[src/rtl/countdown_pkg.sv]
// Shared types and constants for the countdown timer.
// State encoding is also driven out for debug LEDs.
package countdown_pkg;

    typedef enum logic [1:0] {
        IDLE    = 2'd0,
        RUN     = 2'd1,
        PAUSE   = 2'd2,
        EXPIRED = 2'd3
    } state_t;

    // One decrement per second with a 50 MHz system clock.
    localparam int TICK_DIV_50MHZ = 50_000_000;

endpackage

[src/rtl/tick_prescaler.sv]
// Free-running divide-by-DIV counter with clear and enable.
// terminal is high in the enabled cycle where the count sits at DIV-1.
module tick_prescaler #(
    parameter int DIV = 4
) (
    input  logic clk,
    input  logic reset,
    input  logic clear,
    input  logic enable,
    output logic terminal
);

    localparam int W = $clog2(DIV);
    localparam logic [W-1:0] LAST = W'(DIV - 1);

    logic [W-1:0] cnt;

    assign terminal = enable && (cnt == LAST);

    // Count enabled cycles, wrapping to zero after the terminal value.
    always_ff @(posedge clk) begin
        if (reset || clear) begin
            cnt <= '0;
        end else if (enable) begin
            if (cnt == LAST) begin
                cnt <= '0;
            end else begin
                cnt <= cnt + 1'b1;
            end
        end
    end

endmodule

[src/rtl/countdown_timer.sv]
// Loadable down-counter with run/pause control and expiry flag.
// All outputs come straight from registers.
module countdown_timer
    import countdown_pkg::*;
#(
    parameter int TICK_DIV = TICK_DIV_50MHZ,
    parameter int WIDTH    = 16
) (
    input  logic             clk,
    input  logic             reset,
    input  logic             load,
    input  logic [WIDTH-1:0] load_value,
    input  logic             run,
    output logic [WIDTH-1:0] count,
    output logic             tick,
    output logic             done,
    output logic             expired,
    output logic [1:0]       state
);

    localparam logic [WIDTH-1:0] ONE = WIDTH'(1);

    state_t state_r;
    logic   presc_en;
    logic   presc_term;

    // The prescaler only advances while actually counting down.
    assign presc_en = (state_r == RUN) && run && !load;
    assign state    = state_r;

    tick_prescaler #(
        .DIV (TICK_DIV)
    ) u_presc (
        .clk      (clk),
        .reset    (reset),
        .clear    (load),
        .enable   (presc_en),
        .terminal (presc_term)
    );

    // Control FSM plus count, tick, done and expired registers.
    always_ff @(posedge clk) begin
        if (reset) begin
            state_r <= IDLE;
            count   <= '0;
            tick    <= 1'b0;
            done    <= 1'b0;
            expired <= 1'b0;
        end else begin
            tick <= 1'b0;
            done <= 1'b0;
            if (load) begin
                state_r <= IDLE;
                count   <= load_value;
                expired <= 1'b0;
            end else begin
                unique case (state_r)
                    IDLE: begin
                        if (run && count != '0) begin
                            state_r <= RUN;
                        end
                    end
                    RUN: begin
                        if (!run) begin
                            state_r <= PAUSE;
                        end else if (presc_term && count != '0) begin
                            count <= count - 1'b1;
                            tick  <= 1'b1;
                            if (count == ONE) begin
                                done    <= 1'b1;
                                expired <= 1'b1;
                                state_r <= EXPIRED;
                            end
                        end
                    end
                    PAUSE: begin
                        if (run) begin
                            state_r <= RUN;
                        end
                    end
                    EXPIRED: begin
                        count   <= '0;
                        expired <= 1'b1;
                    end
                endcase
            end
        end
    end

endmodule
[config.mk]
export PLATFORM = sky130hd
export DESIGN_NAME = countdown_timer
export DESIGN_NICKNAME = d
export VERILOG_FILES = /design/src/rtl/countdown_pkg.sv /design/src/rtl/tick_prescaler.sv /design/src/rtl/countdown_timer.sv
export SDC_FILE = /design/constraint.sdc
export NUM_CORES = 1
export LEC_CHECK = 0
export ABC_AREA = 1
export CAP_MARGIN = 5
export CORE_UTILIZATION = 45
export DETAILED_ROUTE_END_ITERATION = 16
export PLACE_DENSITY = 0.68
export SETUP_SLACK_MARGIN = 0.2
export SLEW_MARGIN = 20
export SYNTH_ARGS = -nofsm -noshare
export SYNTH_HDL_FRONTEND = slang
export SYNTH_SLANG_ARGS = --single-unit
export TNS_END_PERCENT = 5
[constraint.sdc]
create_clock -name clk -period 2.37 [get_ports clk]
set_input_delay 0.3555 -clock clk [delete_from_list [all_inputs] [get_ports clk]]
set_output_delay 0.3555 -clock clk [all_outputs]
set_load 0.02 [all_outputs]
==> flow_summary.toml <==
[clocking]
cts-buffers-inserted = 5
hold_buffers = 0
cts.clk_slew.worst_paths_ns = 0.10
htree_levels = 2
root_buffer = "clkbuf_8"
clkLatencyLatePin_ns = 0.31
clkSinkCount = 47
clock_path_buffers = 2
cts_tree = "done"

[worst_setup_path]
r2r-end = "count[13]"
reg2regPathDepth = 11
cp-end-kind = "register"
arrival_ns = 2.14
reg2reg_slack_ns = 0.43
crit_path_end = "count[13]"
worstPathMaxFanout = 19
critPathLaunchType = "register"
critPathLaunch = "state[1]"
r2r_start = "state[1]"
worstPathRequired_ns = 2.57
criticalPathCategory = "register to register"

[yosys]
yosysWarnings = 0
yosysSeqAreaShare_pct = 33.2
syn_area_per_cell_um2 = 6.27
synthArstFlopShare_pct = 0
synth.distinct_cells = 33
synth_edf_count = 0
synthCells = 452
synth_area_um2 = 2840
ys.flop_type = "dfxtp_1"
synthesis.nets = 480
ys_ff_latch = 47

[sta]
finalHoldViolCount = 0
slew_headroom_pct = 65.2
drv_slew = 0
finClkSkew_ns = 0.0119
final.period_utilization_pct = 81.8
fmaxAchievable_mhz = 516
rsz0062_at_grt = "yes"
timing.setup.tns_ns = 0
worst_pin_slew_ns = 0.520
finalSetupViolCount = 0
min_period_ns = 1.94

[drt]
drt_iter0_drc = 105
vias_per_cell = 4.94
wl_um = 6830
vias = 2823
ant_nets = 0
routedWlPerCell_um = 12.0
drc_errors = 0
drt_first_pass_iters = 6

[cells_and_area]
synthToLayoutAreaGrowth_pct = 19.8
num_antenna_cells = 0
num-nets-final = 524
num-fill-cells = 594
fin_util_pct = 56.7
drive_gt1_share_pct = 6.85

[power]
p_clk_share_pct = 28.6
p_int_w = 0.00117
swShare_pct = 31.4
ir_drop_mv = 0.274
p_sw_w = 0.000535
pwr-share-seq_pct = 49.9
powerDensity_nw_per_um2 = 503
p_leak_nw = 1.44
comb_power_share_pct = 21.5

[floorplan]
die_x_um = 81.4
design.core.area_um2 = 5990
io_pins = 41
dieArea_um2 = 6620
start_util_pct = 47.3
num_rows = 28
fp.dieH_um = 81.4

[grt]
grt_pass1_vias = 2572
grt_max_degree = 20
grt.total_usage_pct = 22.7
grt_remaining_overflow = 0
antenna_found_initial = 0
grt_pass1_wl_um = 11600

[run]
cap_violations = 0

[worst_hold_path]
hp-class = "register to register"

[status]
outcome = "finished, final reports clean"

[place]
dp_hpwl_um = 5140
globalplace.congestion = 0.891
numPortBuffers = 40
==> placed cells by master, fill, tap and decap left out, types with 5 or more instances in the layout <==
cell             count
clkdlybuf4s50_1     40
nand3_1             23
nand4_1             10
nand2_1            103
clkbuf_8             5
nor2_2               7
nor2_1              98
o21a_1               5
a21oi_1             15
o21ai_0             32
inv_1               58
nor3_1               8
dfxtp_1             47
ha_1                 8
==> per-stage QoR <==
stage               power, W  instance area [um2]  hold WS [ns]  worst slack, ns  cells
detailed placement   0.00123                 3310         0.468            0.247    564
global route         0.00180                 3400         0.519            0.178    571
CTS                  0.00171                 3390         0.483            0.394    571
finish               0.00171                 3400         0.482            0.432    571
global placement     0.00123                 3310         0.463            0.302    564
floorplan            0.00110                 2840         0.428            0.573    452
==> flip-flops by register name, summed over array words and instances, names as in the netlist <==
signal / cells
state: 2
u_presc.cnt: 26
tick: 1
done: 1
expired: 1
count: 16
==> area by class of cell <==
| cell class | instances | area (um2) | share of cell area (%) |
|---|---|---|---|
| timing repair buffer | 44 | 430 | 12.7 |
| inverter | 62 | 235 | 6.92 |
| sequential | 47 | 941 | 27.7 |
| multi-input combinational | 336 | 1610 | 47.5 |
| clock inverter | 2 | 13.8 | 0.405 |
| clock buffer | 5 | 68.8 | 2.03 |
| tap | 75 | 93.8 | 2.76 |
==> timing repair <==
| action | in CTS | in global routing |
|---|---|---|
| endpoints found under the hold margin | 0 | 0 |
| gates resized for setup | 0 | 1 |
| setup endpoints to repair | 0 | 14 |
| buffers inserted | 0 | 0 |
==> Yosys cell counts, types with 4 or more instances <==
| cell type | number | share of area, % |
|---|---|---|
| nand2_1 | 103 | 14 |
| nor2_1 | 98 | 13 |
| inv_1 | 58 | 7.7 |
| dfxtp_1 | 47 | 33 |
| o21ai_0 | 32 | 5.6 |
| nand3_1 | 23 | 4.1 |
| a21oi_1 | 15 | 2.6 |
| nand4_1 | 10 | 2.2 |
| ha_1 | 8 | 3.5 |
| nor3_1 | 8 | 1.4 |
| nor2_2 | 7 | 1.5 |
| o21a_1 | 5 | 1.3 |
| nor2_4 | 4 | 1.6 |
| xor2_1 | 4 | 1.2 |
==> kinds of logic (layout without fill, tap and decap cells) <==
logic type | count (synthesis) | after routing | synth area share, %
AOI/OAI and AO/OA | 60 | 60 | 11.4
and+or+nand+nor | 262 | 262 | 39.8
DFF | 47 | 47 | 33.2
adders and majority gates | 8 | 8 | 3.53
xor gates and xnor gates | 6 | 6 | 1.85
buffers and inverters | 69 | 113 | 10.2
==> power by group through the flow <==
| stage | sequential (W) | combinational (W) | clock [W] |
|---|---|---|---|
| 6_report | 0.000852 | 0.000368 | 0.000488 |
| 5_1_grt | 0.000857 | 0.000412 | 0.000530 |
| 4_1_cts | 0.000851 | 0.000367 | 0.000497 |
| 3_5_place_dp | 0.000869 | 0.000365 | 0 |
| 3_3_place_gp | 0.000869 | 0.000357 | 0 |
| 2_1_floorplan | 0.000891 | 0.000207 | 0 |
==> worst min path at each step <==
| stage | end | from | cells after the start |
|---|---|---|---|
| after floorplan | tick | reset | 1 |
| after global placement | u_presc.cnt[2] | u_presc.cnt[2] | 2 |
| after detailed placement | u_presc.cnt[2] | u_presc.cnt[2] | 2 |
| after CTS | u_presc.cnt[2] | u_presc.cnt[2] | 2 |
| after global routing | expired | expired | 2 |
| final | u_presc.cnt[2] | u_presc.cnt[2] | 2 |
==> layer usage <==
metal / wire [um] / track usage (%)
met5: 0 / 0
met4: 58 / 5.54
met3: 290 / 4.94
met1: 3440 / 30.7
met2: 3050 / 36.3
==> worst max-delay path, cell delays in order, from the launching register on <==
cell     delay [ns]
dfxtp_1        0.35
inv_1          0.11
ha_1           0.25
nand2_2        0.10
nor2_4         0.17
nand3_1        0.13
nor2_2         0.18
nand2_2        0.12
nand2_8        0.14
inv_4          0.10
nor2_1         0.13
nor2_1         0.06
(Power assumes the default switching activity.)
==> variant 1 (same settings) <==
Register the output `count` once more, without a reset; this adds one clock of latency there. The other outputs are not delayed to match. Comments in the files are not updated.
--- a/src/rtl/countdown_timer.sv
+++ b/src/rtl/countdown_timer.sv
@@ -20,4 +20,6 @@
 
     localparam logic [WIDTH-1:0] ONE = WIDTH'(1);
+
+    logic [WIDTH-1:0] count_s0;
 
     state_t state_r;
@@ -43,5 +45,5 @@
         if (reset) begin
             state_r <= IDLE;
-            count   <= '0;
+            count_s0 <= '0;
             tick    <= 1'b0;
             done    <= 1'b0;
@@ -52,10 +54,10 @@
             if (load) begin
                 state_r <= IDLE;
-                count   <= load_value;
+                count_s0 <= load_value;
                 expired <= 1'b0;
             end else begin
                 unique case (state_r)
                     IDLE: begin
-                        if (run && count != '0) begin
+                        if (run && count_s0 != '0) begin
                             state_r <= RUN;
                         end
@@ -64,8 +66,8 @@
                         if (!run) begin
                             state_r <= PAUSE;
-                        end else if (presc_term && count != '0) begin
-                            count <= count - 1'b1;
+                        end else if (presc_term && count_s0 != '0) begin
+                            count_s0 <= count_s0 - 1'b1;
                             tick  <= 1'b1;
-                            if (count == ONE) begin
+                            if (count_s0 == ONE) begin
                                 done    <= 1'b1;
                                 expired <= 1'b1;
@@ -80,5 +82,5 @@
                     end
                     EXPIRED: begin
-                        count   <= '0;
+                        count_s0 <= '0;
                         expired <= 1'b1;
                     end
@@ -88,3 +90,7 @@
     end
 
+    always_ff @(posedge clk) begin
+        count <= count_s0;
+    end
+
 endmodule
Function: changed (Yosys sat finds a counterexample within 4 cycles, from zero or initial values and one cycle with reset high).
==> variant 1 against the unedited design <==
Setup slack got worse by 36 ps; count of clock-buffer cells in the layout rose by 5; wire length rose by 13%; fmax fell by 1.8%; sequential power rose by 34%; area after synthesis rose by 16%; synthesized cell count rose by 8.8%; global-route usage fell by 0.24 points; total power rose by 43%; final area rose by 18%; sequential cell count rose by 16; combinational power rose by 3%; via count rose by 13%; hold slack got worse by 130 ps; highest routed layer unchanged.
==> variant 1: results <==
set metrics [dict create \
    status "finished, final reports clean" \
    vias 3185 \
    clk_latency_ps 340 \
    syn_nets 520 \
    cts.htree.levels 3 \
    yosysSeqAreaShare_pct 38.4 \
    synth_commonest_cells "nand2_1 (122), nor2_1 (105), dfxtp_1 (63)" \
    nNetsFinal 570 \
    drive_above_1_share_pct 7.86 \
    grt_pass1_vias 3039 \
    reg.largest.list "u_presc.cnt (26), count (16), count_s0 (16)" \
    gp_congestion 0.930 \
    yosysUniqueCellTypes 39 \
    crit_fanout 8 \
    grt_max_degree 20 \
    cts_buffers 9 \
    grt_first_pass_wirelength_microns 13400 \
    slew_headroom_pct 61.6 \
    leakage_nw 1.76 \
    ir_drop_mv 0.298 \
    p_switching_w 0.000682 \
    wire_per_inst_microns 12.0 \
    finClkSkew_ps 6.19 \
    path_clk_slew_ps 70 \
    grt_usage_pct 22.4 \
    hpwlAfterDp_microns 5760 \
    crit_arrival_ps 2250 \
    drt_pre_antenna_iters 4 \
]
==> variant 1: critical path: stages (launching register included) <==
cell	delay, ps
dfxtp_1	350
inv_1	110
ha_1	200
nand2_1	70
inv_2	100
nand2_4	100
inv_1	180
nand4_1	160
nor2_1	290
nand3_1	150
nand2_1	90
nand2_1	50
nor2_1	80
==> variant 1: path summary, 6_finish.rpt <==
| check | startpoint | to | slack, ps | cells past startpoint |
|---|---|---|---|---|
| worst max-delay path | state[1]$_SDFFE_PP0P_ | u_presc.cnt[20]$_SDFFE_PP0N_ | 400 | 12 |
| worst min-delay path | count_s0[13]$_SDFFE_PP0P_ | count[13]$_DFF_P_ | 350 | 0 |
| worst max register to register | state[1]$_SDFFE_PP0P_ | u_presc.cnt[20]$_SDFFE_PP0N_ | 400 | 12 |
| worst min register to register | count_s0[13]$_SDFFE_PP0P_ | count[13]$_DFF_P_ | 350 | 0 |
==> variant 1: kinds of logic after synthesis <==
group                    share of synthesized area [%]
XOR/XNOR                                          1.87
flip-flops                                        38.4
AO/OA/AOI/OAI                                     7.39
buffers and inverters                             7.84
adder cells (fa/ha/maj)                           3.05
AND/OR/NAND/NOR                                   41.5
==> variant 1: cell type report <==
cell class | instances | area [sq um]
clock buffers | 10 | 128
clock inverters | 6 | 61.3
fillers | 709 | 2910
inverters | 55 | 209
multi-input cells | 366 | 1770
flip-flops and latches | 63 | 1260
well taps | 96 | 120
repair buffers | 47 | 453
==> variant 1: per-stage QoR <==
step | power, W | util [%] | worst slack, ps | cells | area, sq um
after floorplan | 0.00140 | - | 572 | 492 | 3290
after global placement | 0.00154 | 55.2 | 264 | 627 | 3810
after detailed placement | 0.00154 | 55.2 | 216 | 627 | 3810
after CTS | 0.00245 | 57.9 | 397 | 643 | 4000
after global routing | 0.00255 | 57.9 | 209 | 643 | 4000
final | 0.00243 | 57.9 | 396 | 643 | 4000
==> variant 1: power groups by stage <==
stage / Sequential (W) / Combinational (W) / Clock, W
CTS: 0.00114 / 0.000381 / 0.000930
global placement: 0.00116 / 0.000375 / 0
detailed placement: 0.00116 / 0.000379 / 0
finish: 0.00114 / 0.000380 / 0.000912
global route: 0.00115 / 0.000432 / 0.000971
floorplan: 0.00119 / 0.000214 / 0
==> variant 1: metal layers <==
metal  wire length [microns]  global-route usage, %
met3                     313                   3.51
met2                    3380                   35.4
met4                     108                   9.84
met1                    3930                   30.2
met5                       0                      0
==> variant 2 (same settings) <==
Made on the original files. The parameter `WIDTH` goes from 16 to 32.
--- a/src/rtl/countdown_timer.sv
+++ b/src/rtl/countdown_timer.sv
@@ -5,5 +5,5 @@
 #(
     parameter int TICK_DIV = TICK_DIV_50MHZ,
-    parameter int WIDTH    = 16
+    parameter int WIDTH    = 32
 ) (
     input  logic             clk,
Interface: changed (resized count and load_value); port bits go from 41 to 73. No check against the original RTL was run, so the function may have changed too.
==> variant 2 against the unedited design <==
Total power up 64%; sequential cell count up 16; via count up 57%; wire length up 63%; final area up 51%; setup slack worse by 140 ps; global-route usage up 1.4 points; area after synthesis up 42%; largest cell class unchanged.
==> variant 2: results <==
set metrics [dict create \
    status "finished, final reports clean" \
    r2r_end "u_presc.cnt[24]$_SDFFE_PP0N_" \
    crit_arrival_ps 2330 \
    clkbuf_count 10 \
    yosysUniqueCellTypes 31 \
    via_per_inst 5.04 \
    holdPathEnd "u_presc.cnt[14]$_SDFFE_PP0N_" \
    largest_reg_flops 32 \
    n_all_inverters 85 \
    seq_cells 63 \
    power_switching_share_pct 33.1 \
    hp-start "u_presc.cnt[14]$_SDFFE_PP0N_" \
    yosysSeqAreaShare_pct 31.3 \
    grt_max_degree 33 \
    port_buffers 72 \
    fillers 872 \
    grt_usage_pct 24.1 \
    top_register "count" \
    buffers 87 \
    finClkSkew_ps 12.1 \
    wl_met1_microns 4990 \
    drt_pre_antenna_iters 5 \
    crit_fanout 4 \
    wl_met2_microns 5460 \
    multi_input_area_sq_um 2370 \
    grt_first_pass_wirelength_microns 18700 \
    sh_seq_area_pct 24.6 \
    cts.htree.levels 3 \
    leakage_nw 2.17 \
    hpwlAfterDp_microns 8280 \
    multi_input_cells 517 \
    synthAdderAreaFrac_pct 2.17 \
    grtUsageMet3_pct 4.91 \
    finalWirelength_microns 11100 \
    met2_usage_pct 43.1 \
    nNetsFinal 806 \
    synth-compound-area-share_pct 13.2 \
    grt_pass1_vias 4183 \
    syn_nets 725 \
    reg2reg_depth 13 \
    seq_power_share_pct 41.4 \
    clk_latency_ps 350 \
]
==> variant 2: cell count changes after synthesis, moves of 8 or more <==
| cell | delta |
|---|---|
| nand2_1 | +104 |
| a21oi_1 | +40 |
| nand3_1 | +30 |
| inv_1 | +22 |
| dfxtp_1 | +16 |
| nor3_1 | +8 |
==> variant 2: through the flow <==
step | area, sq um | std cells | hold WS, ps | total power [W] | setup WS (ps)
CTS | 5110 | 876 | 472 | 0.00283 | 297
floorplan | 4040 | 682 | 434 | 0.00163 | 516
finish | 5120 | 876 | 476 | 0.00280 | 288
global route | 5120 | 876 | 521 | 0.00295 | 82.3
global placement | 4920 | 860 | 453 | 0.00188 | 102
detailed placement | 4920 | 860 | 460 | 0.00189 | 102
==> variant 2: tightest hold or removal path: cells and delay by family (launching register included) <==
kind,cells,cell delay [ps]
AOI/OAI and AO/OA,1,50
DFF,1,340
buffers and inverters,1,60
